===== src/rtl/eth_pkg.sv =====
// Types and constants shared by the Ethernet TX scheduler and the frame sender.
package eth_pkg;

    localparam logic [3:0] PKT_NONE     = 4'd0;
    localparam logic [3:0] PKT_ARP_REQ  = 4'd1;
    localparam logic [3:0] PKT_ARP_RESP = 4'd2;
    localparam logic [3:0] PKT_UDP      = 4'd3;

    localparam int WD_W = 12;

    typedef enum logic [1:0] {
        IDLE  = 2'd0,
        ISSUE = 2'd1,
        XFER  = 2'd2
    } state_t;

endpackage


===== src/rtl/eth_tx_watchdog.sv =====
// Clear/enable saturating cycle counter; o_expire flags when the count sits at i_limit.
module eth_tx_watchdog
    import eth_pkg::*;
(
    input  logic            clk,
    input  logic            rst,
    input  logic            i_clr,
    input  logic            i_en,
    input  logic [WD_W-1:0] i_limit,
    output logic            o_expire
);

    logic [WD_W-1:0] r_cnt;

    always_ff @(posedge clk) begin
        if (rst || i_clr)
            r_cnt <= '0;
        else if (i_en && (r_cnt != {WD_W{1'b1}}))
            r_cnt <= r_cnt + 1'b1;
    end

    assign o_expire = (r_cnt == i_limit);

endmodule


===== src/rtl/eth_tx_sched.sv =====
// Fixed-priority packet-type scheduler for the Ethernet frame sender with
// atomic multi-fragment UDP bursts and SOP/EOP watchdogs.
module eth_tx_sched
    import eth_pkg::*;
#(
    parameter int UDP_FRAGS   = 4,
    parameter int SOP_TIMEOUT = 64,
    parameter int EOP_TIMEOUT = 2048
) (
    input  logic       clk,
    input  logic       rst,
    input  logic       i_msync_n,
    input  logic       i_udp_en,
    input  logic       i_arp_req,
    input  logic       i_arp_resp_req,
    input  logic       i_tx_sop,
    input  logic       i_tx_eop,
    output logic [3:0] o_pkt_type,
    output logic       o_busy,
    output logic       o_udp_active,
    output logic [2:0] o_frag_cnt,
    output logic       o_err_timeout,
    output logic       o_udp_overrun
);

    if (UDP_FRAGS < 1 || UDP_FRAGS > 7) begin : g_bad_frags
        $error("eth_tx_sched: UDP_FRAGS must be in 1..7");
    end

    localparam logic [2:0]      FRAGS     = 3'(UDP_FRAGS);
    localparam logic [WD_W-1:0] SOP_LIMIT = WD_W'(SOP_TIMEOUT - 1);
    localparam logic [WD_W-1:0] EOP_LIMIT = WD_W'(EOP_TIMEOUT - 1);

    state_t     r_state, w_state_nxt;
    logic [3:0] r_pkt_type, w_pkt_nxt;
    logic       r_udp_active, w_active_nxt;
    logic [2:0] r_frag_cnt, w_frag_nxt;
    logic       r_err, w_err_nxt;
    logic       r_overrun;
    logic       r_msync_n;
    logic       r_pend_resp, r_pend_req, r_pend_udp;

    logic       w_msync_fall, w_overrun;
    logic       w_idle, w_gnt_resp, w_gnt_udp, w_gnt_req;
    logic       w_eop, w_wd_clr, w_wd_exp;
    logic [2:0] w_frag_inc;

    assign w_msync_fall = r_msync_n & ~i_msync_n;
    assign w_overrun    = w_msync_fall & r_udp_active;

    assign w_idle     = (r_state == IDLE);
    assign w_gnt_resp = w_idle & r_pend_resp;
    assign w_gnt_udp  = w_idle & ~r_pend_resp & r_pend_udp;
    assign w_gnt_req  = w_idle & ~r_pend_resp & ~r_pend_udp & r_pend_req;

    // A sop+eop in the same ISSUE cycle is a single-beat frame: handle its eop now.
    assign w_eop = ((r_state == ISSUE) & i_tx_sop & i_tx_eop) | ((r_state == XFER) & i_tx_eop);

    assign w_wd_clr = w_idle | ((r_state == ISSUE) & i_tx_sop) | ((r_state == XFER) & i_tx_eop);
    assign w_frag_inc = r_frag_cnt + 3'd1;

    eth_tx_watchdog u_wd (
        .clk      (clk),
        .rst      (rst),
        .i_clr    (w_wd_clr),
        .i_en     (~w_wd_clr),
        .i_limit  ((r_state == ISSUE) ? SOP_LIMIT : EOP_LIMIT),
        .o_expire (w_wd_exp)
    );

    always_comb begin
        w_state_nxt  = r_state;
        w_pkt_nxt    = r_pkt_type;
        w_active_nxt = r_udp_active;
        w_frag_nxt   = r_frag_cnt;
        w_err_nxt    = 1'b0;
        case (r_state)
            IDLE: begin
                if (w_gnt_resp) begin
                    w_state_nxt = ISSUE;
                    w_pkt_nxt   = PKT_ARP_RESP;
                end else if (w_gnt_udp) begin
                    w_state_nxt  = ISSUE;
                    w_pkt_nxt    = PKT_UDP;
                    w_active_nxt = 1'b1;
                    w_frag_nxt   = 3'd0;
                end else if (w_gnt_req) begin
                    w_state_nxt = ISSUE;
                    w_pkt_nxt   = PKT_ARP_REQ;
                end
            end
            ISSUE: begin
                if (i_tx_sop) begin
                    w_state_nxt = XFER;
                    w_pkt_nxt   = PKT_NONE;
                end else if (w_wd_exp) begin
                    w_state_nxt  = IDLE;
                    w_pkt_nxt    = PKT_NONE;
                    w_active_nxt = 1'b0;
                    w_err_nxt    = 1'b1;
                end
            end
            XFER: begin
                if (!i_tx_eop && w_wd_exp) begin
                    w_state_nxt  = IDLE;
                    w_pkt_nxt    = PKT_NONE;
                    w_active_nxt = 1'b0;
                    w_err_nxt    = 1'b1;
                end
            end
            default: w_state_nxt = IDLE;
        endcase

        // Fragment bookkeeping; an overrun restarts the count and keeps the burst going.
        if (w_eop) begin
            if (!r_udp_active) begin
                w_state_nxt = IDLE;
            end else begin
                w_frag_nxt = w_frag_inc;
                if (w_frag_inc == FRAGS && !w_overrun) begin
                    w_state_nxt  = IDLE;
                    w_active_nxt = 1'b0;
                end else begin
                    w_state_nxt = ISSUE;
                    w_pkt_nxt   = PKT_UDP;
                end
            end
        end
        if (w_overrun)
            w_frag_nxt = 3'd0;
    end

    always_ff @(posedge clk) begin
        if (rst) begin
            r_state      <= IDLE;
            r_pkt_type   <= PKT_NONE;
            r_udp_active <= 1'b0;
            r_frag_cnt   <= 3'd0;
            r_err        <= 1'b0;
            r_overrun    <= 1'b0;
            r_msync_n    <= 1'b1;
            r_pend_resp  <= 1'b0;
            r_pend_req   <= 1'b0;
            r_pend_udp   <= 1'b0;
        end else begin
            r_state      <= w_state_nxt;
            r_pkt_type   <= w_pkt_nxt;
            r_udp_active <= w_active_nxt;
            r_frag_cnt   <= w_frag_nxt;
            r_err        <= w_err_nxt;
            r_overrun    <= w_overrun;
            r_msync_n    <= i_msync_n;
            r_pend_resp  <= i_arp_resp_req | (r_pend_resp & ~w_gnt_resp);
            r_pend_req   <= i_arp_req | (r_pend_req & ~w_gnt_req);
            r_pend_udp   <= (w_msync_fall & i_udp_en & ~r_udp_active) | (r_pend_udp & ~w_gnt_udp);
        end
    end

    assign o_pkt_type    = r_pkt_type;
    assign o_busy        = (r_state != IDLE);
    assign o_udp_active  = r_udp_active;
    assign o_frag_cnt    = r_frag_cnt;
    assign o_err_timeout = r_err;
    assign o_udp_overrun = r_overrun;

endmodule


===== config.mk =====
export PLATFORM = sky130hd
export DESIGN_NAME = eth_tx_sched
export DESIGN_NICKNAME = d
export VERILOG_FILES = /design/src/rtl/eth_pkg.sv /design/src/rtl/eth_tx_watchdog.sv /design/src/rtl/eth_tx_sched.sv
export SDC_FILE = /design/constraint.sdc
export NUM_CORES = 1
export LEC_CHECK = 0
export BUFFER_PORTS_ARGS = -buffer_cell sky130_fd_sc_hd__buf_4
export CORE_UTILIZATION = 25
export CTS_BUF_LIST = sky130_fd_sc_hd__clkbuf_8 sky130_fd_sc_hd__clkbuf_16
export DETAILED_ROUTE_END_ITERATION = 12
export PLACE_DENSITY = 0.41
export REMOVE_ABC_BUFFERS = 1
export SYNTH_ARGS = -nofsm -noshare
export SYNTH_HDL_FRONTEND = slang
export SYNTH_SLANG_ARGS = --single-unit

===== constraint.sdc =====
create_clock -name clk -period 2.28 [get_ports clk]
set_input_delay 0.342 -clock clk [delete_from_list [all_inputs] [get_ports clk]]
set_output_delay 0.342 -clock clk [all_outputs]
set_load 0.1 [all_outputs]

Word-level counts from Yosys, hierarchy flattened

Index checks and enable logic that the tools add are counted.

Reductions and logical operators: 10
Multiplexer cells: 39
$add $sub $neg: 2
Equal/unequal tests: 8
Bitwise logic cells: 29

Operators with widths:

| cell                  | count |
|---|---|
| $mux 4                | 9 |
| $and 1x1->1           | 15 |
| $mux 3                | 5 |
| $mux 2                | 7 |
| $mux 1                | 13 |
| $add 12x1->12 const B | 1 |
| $eq 12x11->1          | 1 |
| $ne 12x12->1 const B  | 1 |
| $pmux 4 s3            | 1 |
| $mux 11               | 1 |
| $not 1->1             | 8 |
| $or 1x1->1            | 6 |
| $pmux 2 s3            | 1 |
| $ne 5x1->1 const B    | 1 |
| $ne 4x4->1 const B    | 1 |
| $add 3x1->3 const B   | 1 |
| $eq 3x3->1 const B    | 1 |
| $logic_and 1x1->1     | 3 |
| $ne 3x2->1 const B    | 1 |
| $pmux 1 s3            | 1 |
| $reduce_and 3->1      | 1 |
| $eq 2x1->1 const B    | 1 |
| $eq 2x2->1 const B    | 1 |
| $logic_not 1->1       | 2 |
| 5 further kinds       | 5 |

Bits in registers: 28
Output and inout port bits: 11
Logic and storage cells: 99
Input port bits: 8

Longest topological paths before layout

Gate-level depths: netlist of run 1.

Word-level depth: 11
Depth in mapped cells: 7
Depth with buffers taken out: 6

By module

A second synthesis of run 1 with hierarchy kept.

Cell total of the unflattened synthesis: 186
Area total of the unflattened synthesis: 1599.0 sq um

Modules (own cells, without submodules):

| module          | instances | sequential area each (sq um) | area each (sq um) | cells each |
|---|---|---|---|---|
| eth_tx_sched    | 1         | 320.3                        | 852.1             | 100 |
| eth_tx_watchdog | 1         | 240.2                        | 747.0             | 86 |

Worst setup path after synthesis of run 1

Ideal clock, no wire load.

Path type: register to register
From: register r_udp_active (netlist: o_udp_active)
To: register r_pkt_type[0] (netlist: o_pkt_type[0])
Slack: 84 ps
Buffers on the path: 0
Setup time: 86 ps
Clock period less this slack: 2196 ps
Required time: 2194 ps
Arrival: 2110 ps
Stages on the path, launching flop included: 5
Cell sequence: dfxtp_1 > nand3b_1 > a211oi_1 > nor3_1 > a211oi_1

Cells in the longest elaborated chain, start to end: 6

Ends and longest elaborated chain:

| what                     | RTL line            | source |
|---|---|---|
| start: declaration       | eth_tx_sched.sv:36  | `logic r_udp_active, w_active_nxt;` |
| start signal: assignment | eth_tx_sched.sv:148 | `r_udp_active <= w_active_nxt;` |
| $and 1x1->1              | eth_tx_sched.sv:49  | `assign w_overrun = w_msync_fall & r_udp_active;` |
| $logic_not 1->1          | eth_tx_sched.sv:120 | `if (w_frag_inc == FRAGS && !w_overrun) begin` |
| $logic_and 1x1->1        | eth_tx_sched.sv:120 |  |
| $mux 4                   | eth_tx_sched.sv:120 |  |
| $mux 4 *                 | eth_tx_sched.sv:116 | `if (!r_udp_active) begin` |
| $mux 4 *                 | eth_tx_sched.sv:115 | `if (w_eop) begin` |
| end signal: assignment   | eth_tx_sched.sv:147 | `r_pkt_type <= w_pkt_nxt;` |
| end: declaration         | eth_tx_sched.sv:35  | `logic [3:0] r_pkt_type, w_pkt_nxt;` |

Every way passes the cells marked *; elsewhere a longest branch is shown, timed or not.
A chain may end at the register's enable or synchronous reset.

Worst setup path after layout of run 1

From: register r_state[1]
To: register u_wd.r_cnt[7]

Cells in the longest elaborated chain, start to end: 6
Elaborated cells between the ends (all ways): 10
Classes of those cells: 2 x eq/ne; 5 x bitwise; 3 x reduce/logical

Ends and longest elaborated chain:

| what                     | RTL line              | source |
|---|---|---|
| start: declaration       | eth_tx_sched.sv:34    | `state_t r_state, w_state_nxt;` |
| start signal: assignment | eth_tx_sched.sv:146   | `r_state <= w_state_nxt;` |
| $eq 2x1->1               | eth_tx_sched.sv:59    | `assign w_wd_clr = w_idle \| ((r_state == ISSUE) & i_tx_sop) \| ((r_state == XFER) & i_tx_eop);` |
| $and 1x1->1              | eth_tx_sched.sv:59    |  |
| $or 1x1->1               | eth_tx_sched.sv:59    |  |
| $or 1x1->1 *             | eth_tx_sched.sv:59    |  |
| $not 1->1                | eth_tx_sched.sv:66    | `.i_en (~w_wd_clr),` |
| $logic_and 1x1->1        | eth_tx_watchdog.sv:18 | `else if (i_en && (r_cnt != {WD_W{1'b1}}))` |
| end signal: assignment   | eth_tx_watchdog.sv:19 | `r_cnt <= r_cnt + 1'b1;` |
| end: declaration         | eth_tx_watchdog.sv:13 | `logic [WD_W-1:0] r_cnt;` |

Marks and branches as above.

==> results.txt, run 1 <==
* Outcome: complete, no violations
- Layout cells sized above 1: 0.191
- Summed over all instances, the cell type with the most area after synthesis is sky130_fd_sc_hd__dfxtp_1.
- In this run the power density over the cells is 750 nW/µm².
* Post-detailed-route count of antenna-violating nets: 0
- Initial cell density of the core: 0.261
* Post-cts sizing count: 0
- Traced cell by cell, the critical path runs through inv_1 -> ha_1 -> a221o_1 -> a311o_1 -> or4_1 -> nand2_1.
- For this run, the number of standard cells in the final layout without fillers is between 200 and 300.
* Launch point of the critical path: r_state[1]
- Top cells by area, synth: sky130_fd_sc_hd__dfxtp_1 36%, sky130_fd_sc_hd__ha_1 6.5%, sky130_fd_sc_hd__a21oi_1 4.5%
- Setup TNS: 0 ns
- For this design the static power due to leakage is 0.000653 µW.
* Reg power frac: 0.395
* TritonCTS Buffers: 3
* Synth warnings: 0
* Die X: 80.8 µm
- Die area: 6520 µm²
- Core utilization of the finished layout: 0.311
- Detailed router's first-iteration violation count: 62
- Number of remaining DRC errors: 0
- The first global-routing pass estimated approximately 6500 µm of wire.
- Net Switching: between 500 and 600 µW
- Design area: around 1900 µm²
- Setup Viol. Count Final: 0
- Area growth from synthesis to layout: 19.4%
* Remaining Overflow, GRT: 0
* HPWL after detailed placement: ~2900 µm
- Post-detailed-placement cell area: ~1800 µm²
* Sequential element share of the synthesized area: 0.361
- A synthesized cell averages 8.87 µm².
- Post-CTS setup buffer count: 0
- Maximum frequency from static timing analysis: between 400 and 500 MHz
* Clock power share: 0.198
- Minimum clock period after layout: 2.12 ns
* Count of hold buffers inserted by post-cts repair: 0
- The synthesized design contains 0 enable-type register cells.
- Period utilisation layout: 0.930
* Pre-Repair DR Iteration Count: 4
* Detailed-route via count: between 1000 and 1500
- Number of nets in the layout: 217
* Post-route clock skew: roughly 0.0084 ns
- The longest clock path from root to sink contains 2 buffers.
- Startpoint of the worst register-to-register path: r_state[1]
* Clock insertion delay at the later pin of the skew report: 0.27 ns
- Routability congestion estimate: 0.753
- After detailed placement, the design holds a cell count of between 200 and 300.
- Setup repair after global routing left no endpoint under its margin.
- In this run, synthesis produced a sequential element count of 28.
* Category of the most critical setup path: register to register
- Across all register-to-register paths, the minimum setup slack is 0.16 ns.
- Proportion of register bits with asynchronous set or reset after synthesis: 0
- Count of pins over their slew limit: 0
- In this run the number of cells on the critical path is 6.
- In this run the worst path has a maximum fanout of 8.
* Count of mapped cells out of synthesis: 175
- Kind of start point of the critical path: register
- Setup WS pre-CTS: slightly below 0.2 ns
* Kind of capture point of the worst setup path: register
- After detailed routing, the total wire length is about 3800 µm.
* Final Hold Fails: 0
- Number of antenna cells inserted: 0
- The initialized floorplan defines 28 standard-cell rows.
- The cell area that synthesis handed to floorplanning was roughly 1600 µm².
- The tool flagged a number of max-cap violations equal to 0.
- Worst hold path cell count: 2
- Setup ws final: around 0.16 ns
- Slew @ Worst Pin: 0.642 ns
* Pin count of the biggest net entering global routing: 19
* Level count of the clock H-tree: 1
- Following the worst setup path forward leads to its endpoint at u_wd.r_cnt[7].
* Number of clock sinks: 28
* R2R cell count: 6
* Placeable Area: 5960 µm²
- CTS placed an instance of sky130_fd_sc_hd__clkbuf_8 at the clock tree root.
* Switching power share of the total: 0.396
- The path class of the tightest hold or removal check is input pin to register.
* Worst supply voltage drop on vdd: 579 µV
- TritonCTS built the clock tree.
- The kind of cell with the highest combined delay along the critical path is compound AO/OA/AOI/OAI gates.
- Clk pin slew, worst setup/hold paths: approximately 0.1 ns
- For this run, the leading register cell type out of synthesis is sky130_fd_sc_hd__dfxtp_1.
- The internal power of the cells totals 839 µW.
* PortBufs: 18
* Worst slew margin: 0.566
* Number of antenna violations at the first check in global routing: 0
* CP bufs+invs: 1
- Vias in the first global route: about 1400
- Routed length per instance: around 14 µm
- Count of unique library cells instantiated by Yosys: 45
- For this design, the slowest cell found on the critical path is sky130_fd_sc_hd__or4_1.
- Worst EP arrival: ~2.4 ns
- Longest individual stage delay on the worst path: around 0.48 ns
- Vert. Die Dim: approximately 81 µm
* Area share of the largest cell type after synthesis: 0.361
* Part of the total power dissipated in combinational logic: 0.407
- In this run the critical register-to-register path is captured at u_wd.r_cnt[7].
* Required time at the endpoint of the critical path: 2.51 ns
- Total GRT Usage: 0.127
- Using the TritonRoute via totals, the vias-per-cell ratio works out to ~5.1.
- Top-level I/O count: 19
## cells by family after synthesis
logic type,count (synthesis),synth area share
flip-flops,28,0.361
AND/OR/NAND/NOR,74,0.269
multiplexers,6,0.0411
adder cells (fa/ha/maj),8,0.0645
buffers and inverters,11,0.0315
XOR/XNOR,3,0.0169
AO/OA/AOI/OAI,45,0.216
## cell usage after synthesis, types with 4 or more instances
cell type	n
sky130_fd_sc_hd__inv_1	7
sky130_fd_sc_hd__ha_1	8
sky130_fd_sc_hd__a211oi_1	4
sky130_fd_sc_hd__a21oi_1	14
sky130_fd_sc_hd__nand3_1	5
sky130_fd_sc_hd__or4_1	7
sky130_fd_sc_hd__dfxtp_1	28
sky130_fd_sc_hd__o21ai_0	4
sky130_fd_sc_hd__nor2_1	14
sky130_fd_sc_hd__nand2b_1	7
sky130_fd_sc_hd__or3_1	4
sky130_fd_sc_hd__nand2_1	12
sky130_fd_sc_hd__nor3_1	7
## sequential cells by signal (all words and copies together) (netlist names), 2 cells and up
register,flops
o_frag_cnt,3
o_pkt_type,4
r_state,2
u_wd.r_cnt,12
## area by class of cell
cell class              instances  area [µm²]
flip-flops and latches         28         561
clock buffers                   3        41.3
inverters                       7        26.3
repair buffers                 25         188
multi-input cells             136         942
well taps                      75        93.8
fillers                       645        4100
## per-layer routing
| metal | up-vias | wire, µm | global-route usage | share of wire |
|---|---|---|---|---|
| met4 | 0 | 44 | 0.0375 | 0.012 |
| met5 | - | 0 | 0 | 0 |
| met2 | 19 | 1790 | 0.211 | 0.48 |
| met1 | 665 | 1840 | 0.164 | 0.49 |
| met3 | 4 | 92 | 0.0281 | 0.024 |
| li1 | 712 | - | - | - |
## worst register-to-register path, cell delays in order (launching register included)
cell                      delay, ns
sky130_fd_sc_hd__dfxtp_1       0.41
sky130_fd_sc_hd__inv_1         0.11
sky130_fd_sc_hd__ha_1          0.29
sky130_fd_sc_hd__a221o_1       0.37
sky130_fd_sc_hd__a311o_1       0.35
sky130_fd_sc_hd__or4_1         0.48
sky130_fd_sc_hd__nand2_1       0.07
## per-stage QoR
stage	total power [µW]	hold slack, ns
after global placement	1120	0.500
after floorplan	958	0.411
final	1390	0.275
after global routing	1480	0.262
after detailed placement	1130	0.514
after CTS	1410	0.263
## worst min path at each step
| stage | slack, ns | start | to |
|---|---|---|---|
| after floorplan | 0.41 | rst | r_pend_req |
| after global placement | 0.50 | r_state[1] | r_state[1] |
| after detailed placement | 0.51 | r_pend_req | r_pend_req |
| after CTS | 0.26 | i_msync_n | r_msync_n |
| after global routing | 0.26 | i_msync_n | r_msync_n |
| final | 0.28 | i_msync_n | r_msync_n |
## power by group through the flow
| stage | clock, µW | sequential (µW) | combinational (µW) |
|---|---|---|---|
| floorplan | 0 | 609 | 349 |
| global placement | 0 | 559 | 560 |
| detailed placement | 0 | 560 | 567 |
| CTS | 288 | 549 | 571 |
| global route | 310 | 554 | 615 |
| finish | 275 | 549 | 566 |
## layout by cell type (no fill, tap or decap), drive strengths merged, types with 2 or more instances in the layout
master,count
a211oi,4
a21oi,14
and4,2
buf,25
clkbuf,3
dfxtp,28
ha,8
inv,7
mux2,3
mux2i,3
nand2,12
nand2b,7
nand3,5
nand3b,2
nand4,2
nor2,14
nor3,7
nor4,2
o211ai,2
o21a,3
o21ai,4
o311ai,2
o31ai,3
o32ai,2
o41ai,2
or2,3
or3,4
or3b,2
or4,7
xnor2,3
(Power assumes the default switching activity.)
==> run 2, diff against run 1 <==
--- a/config.mk
+++ b/config.mk
@@ -6,10 +6,12 @@
 export NUM_CORES = 1
 export LEC_CHECK = 0
 export BUFFER_PORTS_ARGS = -buffer_cell sky130_fd_sc_hd__buf_4
+export CELL_PAD_IN_SITES_DETAIL_PLACEMENT = 0
+export CELL_PAD_IN_SITES_GLOBAL_PLACEMENT = 2
 export CORE_UTILIZATION = 25
 export CTS_BUF_LIST = sky130_fd_sc_hd__clkbuf_8 sky130_fd_sc_hd__clkbuf_16
 export DETAILED_ROUTE_END_ITERATION = 12
-export PLACE_DENSITY = 0.41
+export PLACE_DENSITY = 0.59
 export REMOVE_ABC_BUFFERS = 1
 export SYNTH_ARGS = -nofsm -noshare
 export SYNTH_HDL_FRONTEND = slang
==> run 2 against run 1 <==
Critical path depth unchanged; core utilization increased by 0.21 points; die area unchanged; register-to-register slack got worse by 0.02 ns; sequential share of layout area decreased by 0.20 points; clock skew about the same; critical path type unchanged.
==> results.txt, run 2 (synthesis gave the netlist of run 1 again) <==
- Post-route clock skew: 0.00869 ns (was 0.00836 ns)
- The I/O pin count was 19 (unchanged).
* Critical path's slowest cell: sky130_fd_sc_hd__or4_1 (unchanged)
- Slew @ Worst Pin: 0.638 ns (was 0.642 ns)
- Initial cell density of the core: 0.261 (unchanged)
- Max reg flops: 12 (unchanged)
- The share of the cycle needed by the critical path after routing is 0.940 (was 0.930).
- Worst slew margin: 0.569 (was 0.566)
* Number of nets in the layout: 216 (was 217)
- Clock root buffer: sky130_fd_sc_hd__clkbuf_8 (unchanged)
* Post-Route WL: 3910 µm (was 3770 µm)
- The launching element type of the critical path was a register (unchanged).
- Outcome: complete, no violations (unchanged)
- The minimum clock period was 2.14 ns (was 2.12 ns).
- Most flops, register: u_wd.r_cnt (unchanged)
- Final Hold Fails: 0 (unchanged)
- Layout cells sized above 1: 0.196 (was 0.191)
- RSZ-0062 raised after global routing: false (unchanged).
* Crit-path max FO: 8 (unchanged)
- Post-detailed-route count of antenna-violating nets: 0 (unchanged)
* Number of remaining DRC errors: 0 (unchanged)
* Pre-Repair DR Iteration Count: 4 (unchanged)
- Die X: 80.8 µm (unchanged)
- The global-route wire length before repair is 6390 µm (was 6460 µm).
- The data required time of the critical path was 2.52 ns (was 2.51 ns).
- The number of setup violations in the final report came to 0 (unchanged).
- Worst supply voltage drop on vdd: 463 µV (was 579 µV)
* Gate family responsible for the most delay along the worst path: compound AO/OA/AOI/OAI gates (unchanged)
- Level count of the clock H-tree: 1 (unchanged)
- Buffers from clock root to sink, at most: 2 (unchanged)
- The TritonCTS buffer count was 3 (unchanged).
- The initial antenna violation count came to 0 (unchanged).
* Total leakage power: 0.000659 µW (was 0.000653 µW)
- Most common cell after layout, fill and taps aside: sky130_fd_sc_hd__dfxtp_1 (unchanged)
- The worst hold-check path type is input pin to register (unchanged).
* Setup WS pre-CTS: 0.0562 ns (was 0.196 ns)
* Row count: 28 (unchanged)
- The area growth from synthesis to final layout was 20.2% (was 19.4%).
- The via count came to 1423 (was 1400).
- The global placement routability congestion came to 0.775 (was 0.753).
- Most frequent cells in the layout: 28 x sky130_fd_sc_hd__dfxtp_1, 24 x sky130_fd_sc_hd__buf_4, 14 x sky130_fd_sc_hd__nor2_1, 14 x sky130_fd_sc_hd__a21oi_1, 12 x sky130_fd_sc_hd__nand2_1 (was 28 x sky130_fd_sc_hd__dfxtp_1, 25 x sky130_fd_sc_hd__buf_4, 14 x sky130_fd_sc_hd__nor2_1, 14 x sky130_fd_sc_hd__a21oi_1, 12 x sky130_fd_sc_hd__nand2_1)
* Maximum frequency from static timing analysis: 467 MHz (was 471 MHz)
- Power density of the placed cells: 777 nW/µm² (was 750 nW/µm²)
- The average wire length per cell after detail routing is 14.3 µm (was 13.7 µm).
* Kind of capture point of the worst setup path: register (unchanged)
* Clock insertion delay at the later pin of the skew report: 0.28 ns (was 0.27 ns)
- Detailed router's first-iteration violation count: 64 (was 62)
* Longest individual stage delay on the worst path: 0.48 ns (about the same)
- Setup TNS: 0 ns (unchanged)
- The signal arrival time at the worst endpoint is 2.38 ns (was 2.35 ns).
- Number of maximum-capacitance violations: 0 (unchanged)
- The total overflow reported by the global router came to 0 (unchanged).
- The number of filler cells placed in the layout is 646 (was 645).
* Clk pin slew, worst setup/hold paths: 0.11 ns (was 0.10 ns)
- Cell chain of the critical path: inv_1 -> ha_1 -> a221o_1 -> a311o_1 -> or4_1 -> nand2_1 (unchanged)
* Vert. Die Dim: 80.8 µm (unchanged)
* Vias in the first global route: 1343 (was 1383)
* Met3 Usage GRT: 0.0315 (was 0.0281)
- The busiest layer in global routing is met2 (unchanged).
* Die area: 6520 µm² (unchanged)
* Number of vias per cell after detailed routing: 5.19 (was 5.11)
* Number of clock sinks: 28 (unchanged)
- The CTS tree is done (unchanged).
- The HPWL reported at the end of detailed placement was 2940 µm (was 2910 µm).
- Placeable Area: 5960 µm² (unchanged)
- Pin count of the biggest net entering global routing: 19 (unchanged)
* Setup ws final: 0.137 ns (was 0.159 ns)
- Category of the most critical setup path: register to register (unchanged)
* GR Layer Usage met1: 0.163 (was 0.164)
* CP bufs+invs: 1 (unchanged)
* Count of pins over their slew limit: 0 (unchanged)
* PortBufs: 18 (unchanged)
* Global Route met2 Usage: 0.221 (was 0.211)
* Total GRT Usage: 0.129 (was 0.127)
* Number of antenna cells inserted: 0 (unchanged)
==> run 2: changes by cell type in the layout (fill, tap and decap cells not counted), sizes merged <==
cell    previous run  this run
buf               25        24
clkbuf             3         4
==> run 2: worst paths after layout <==
path | depth (start not counted) | to | slack, ns | start
setup reg to reg | 6 | u_wd.r_cnt[7] | 0.14 | r_state[1]
hold / removal | 2 | r_msync_n | 0.26 | i_msync_n
hold reg to reg | 2 | r_pend_req | 0.52 | r_pend_req
setup / recovery | 6 | u_wd.r_cnt[7] | 0.14 | r_state[1]
==> run 2: timing repair <==
item                       in CTS  in global routing
buffers inserted                0                  0
setup endpoints to repair       0                  2
hold buffers                    0                  0
resized for setup               0                  1
==> run 2: metal layers <==
layer	share of wire	routed length (µm)	up-vias
li1	-	-	714
met1	0.51	1980	680
met2	0.46	1790	27
met3	0.031	122	2
met4	0.0059	23	0
met5	0	0	-
==> run 2: power breakdown <==
part	switching, µW	internal, µW	total (µW)
Combinational	373	201	574
Clock	172	155	327
Sequential	30.3	518	549
==> run 2: cell type report <==
type	instances	area (µm²)	share of cell area
repair buffers	24	180	0.0966
clock buffers	4	55.1	0.0295
multi-input cells	136	948	0.509
inverters	7	26.3	0.0141
flip-flops and latches	28	561	0.301
well taps	75	93.8	0.0503
==> run 2: worst reg2reg max path, delay by kind of cell, from the launching register on <==
kind / cells / cell delay (ns)
AOI/OAI and AO/OA: 2 / 0.72
DFF: 1 / 0.40
and+or+nand+nor: 2 / 0.58
buffers and inverters: 1 / 0.10
adders and majority gates: 1 / 0.30
==> run 2: metrics by stage <==
stage	hold WS [ns]	area [µm²]	cells	total power (µW)	util
2_1_floorplan	0.411	1530	171	958	-
3_3_place_gp	0.498	1800	270	1130	0.303
3_5_place_dp	0.507	1800	270	1120	0.303
4_1_cts	0.250	1860	274	1460	0.312
5_1_grt	0.251	1860	274	1540	0.313
6_report	0.259	1860	274	1450	0.313
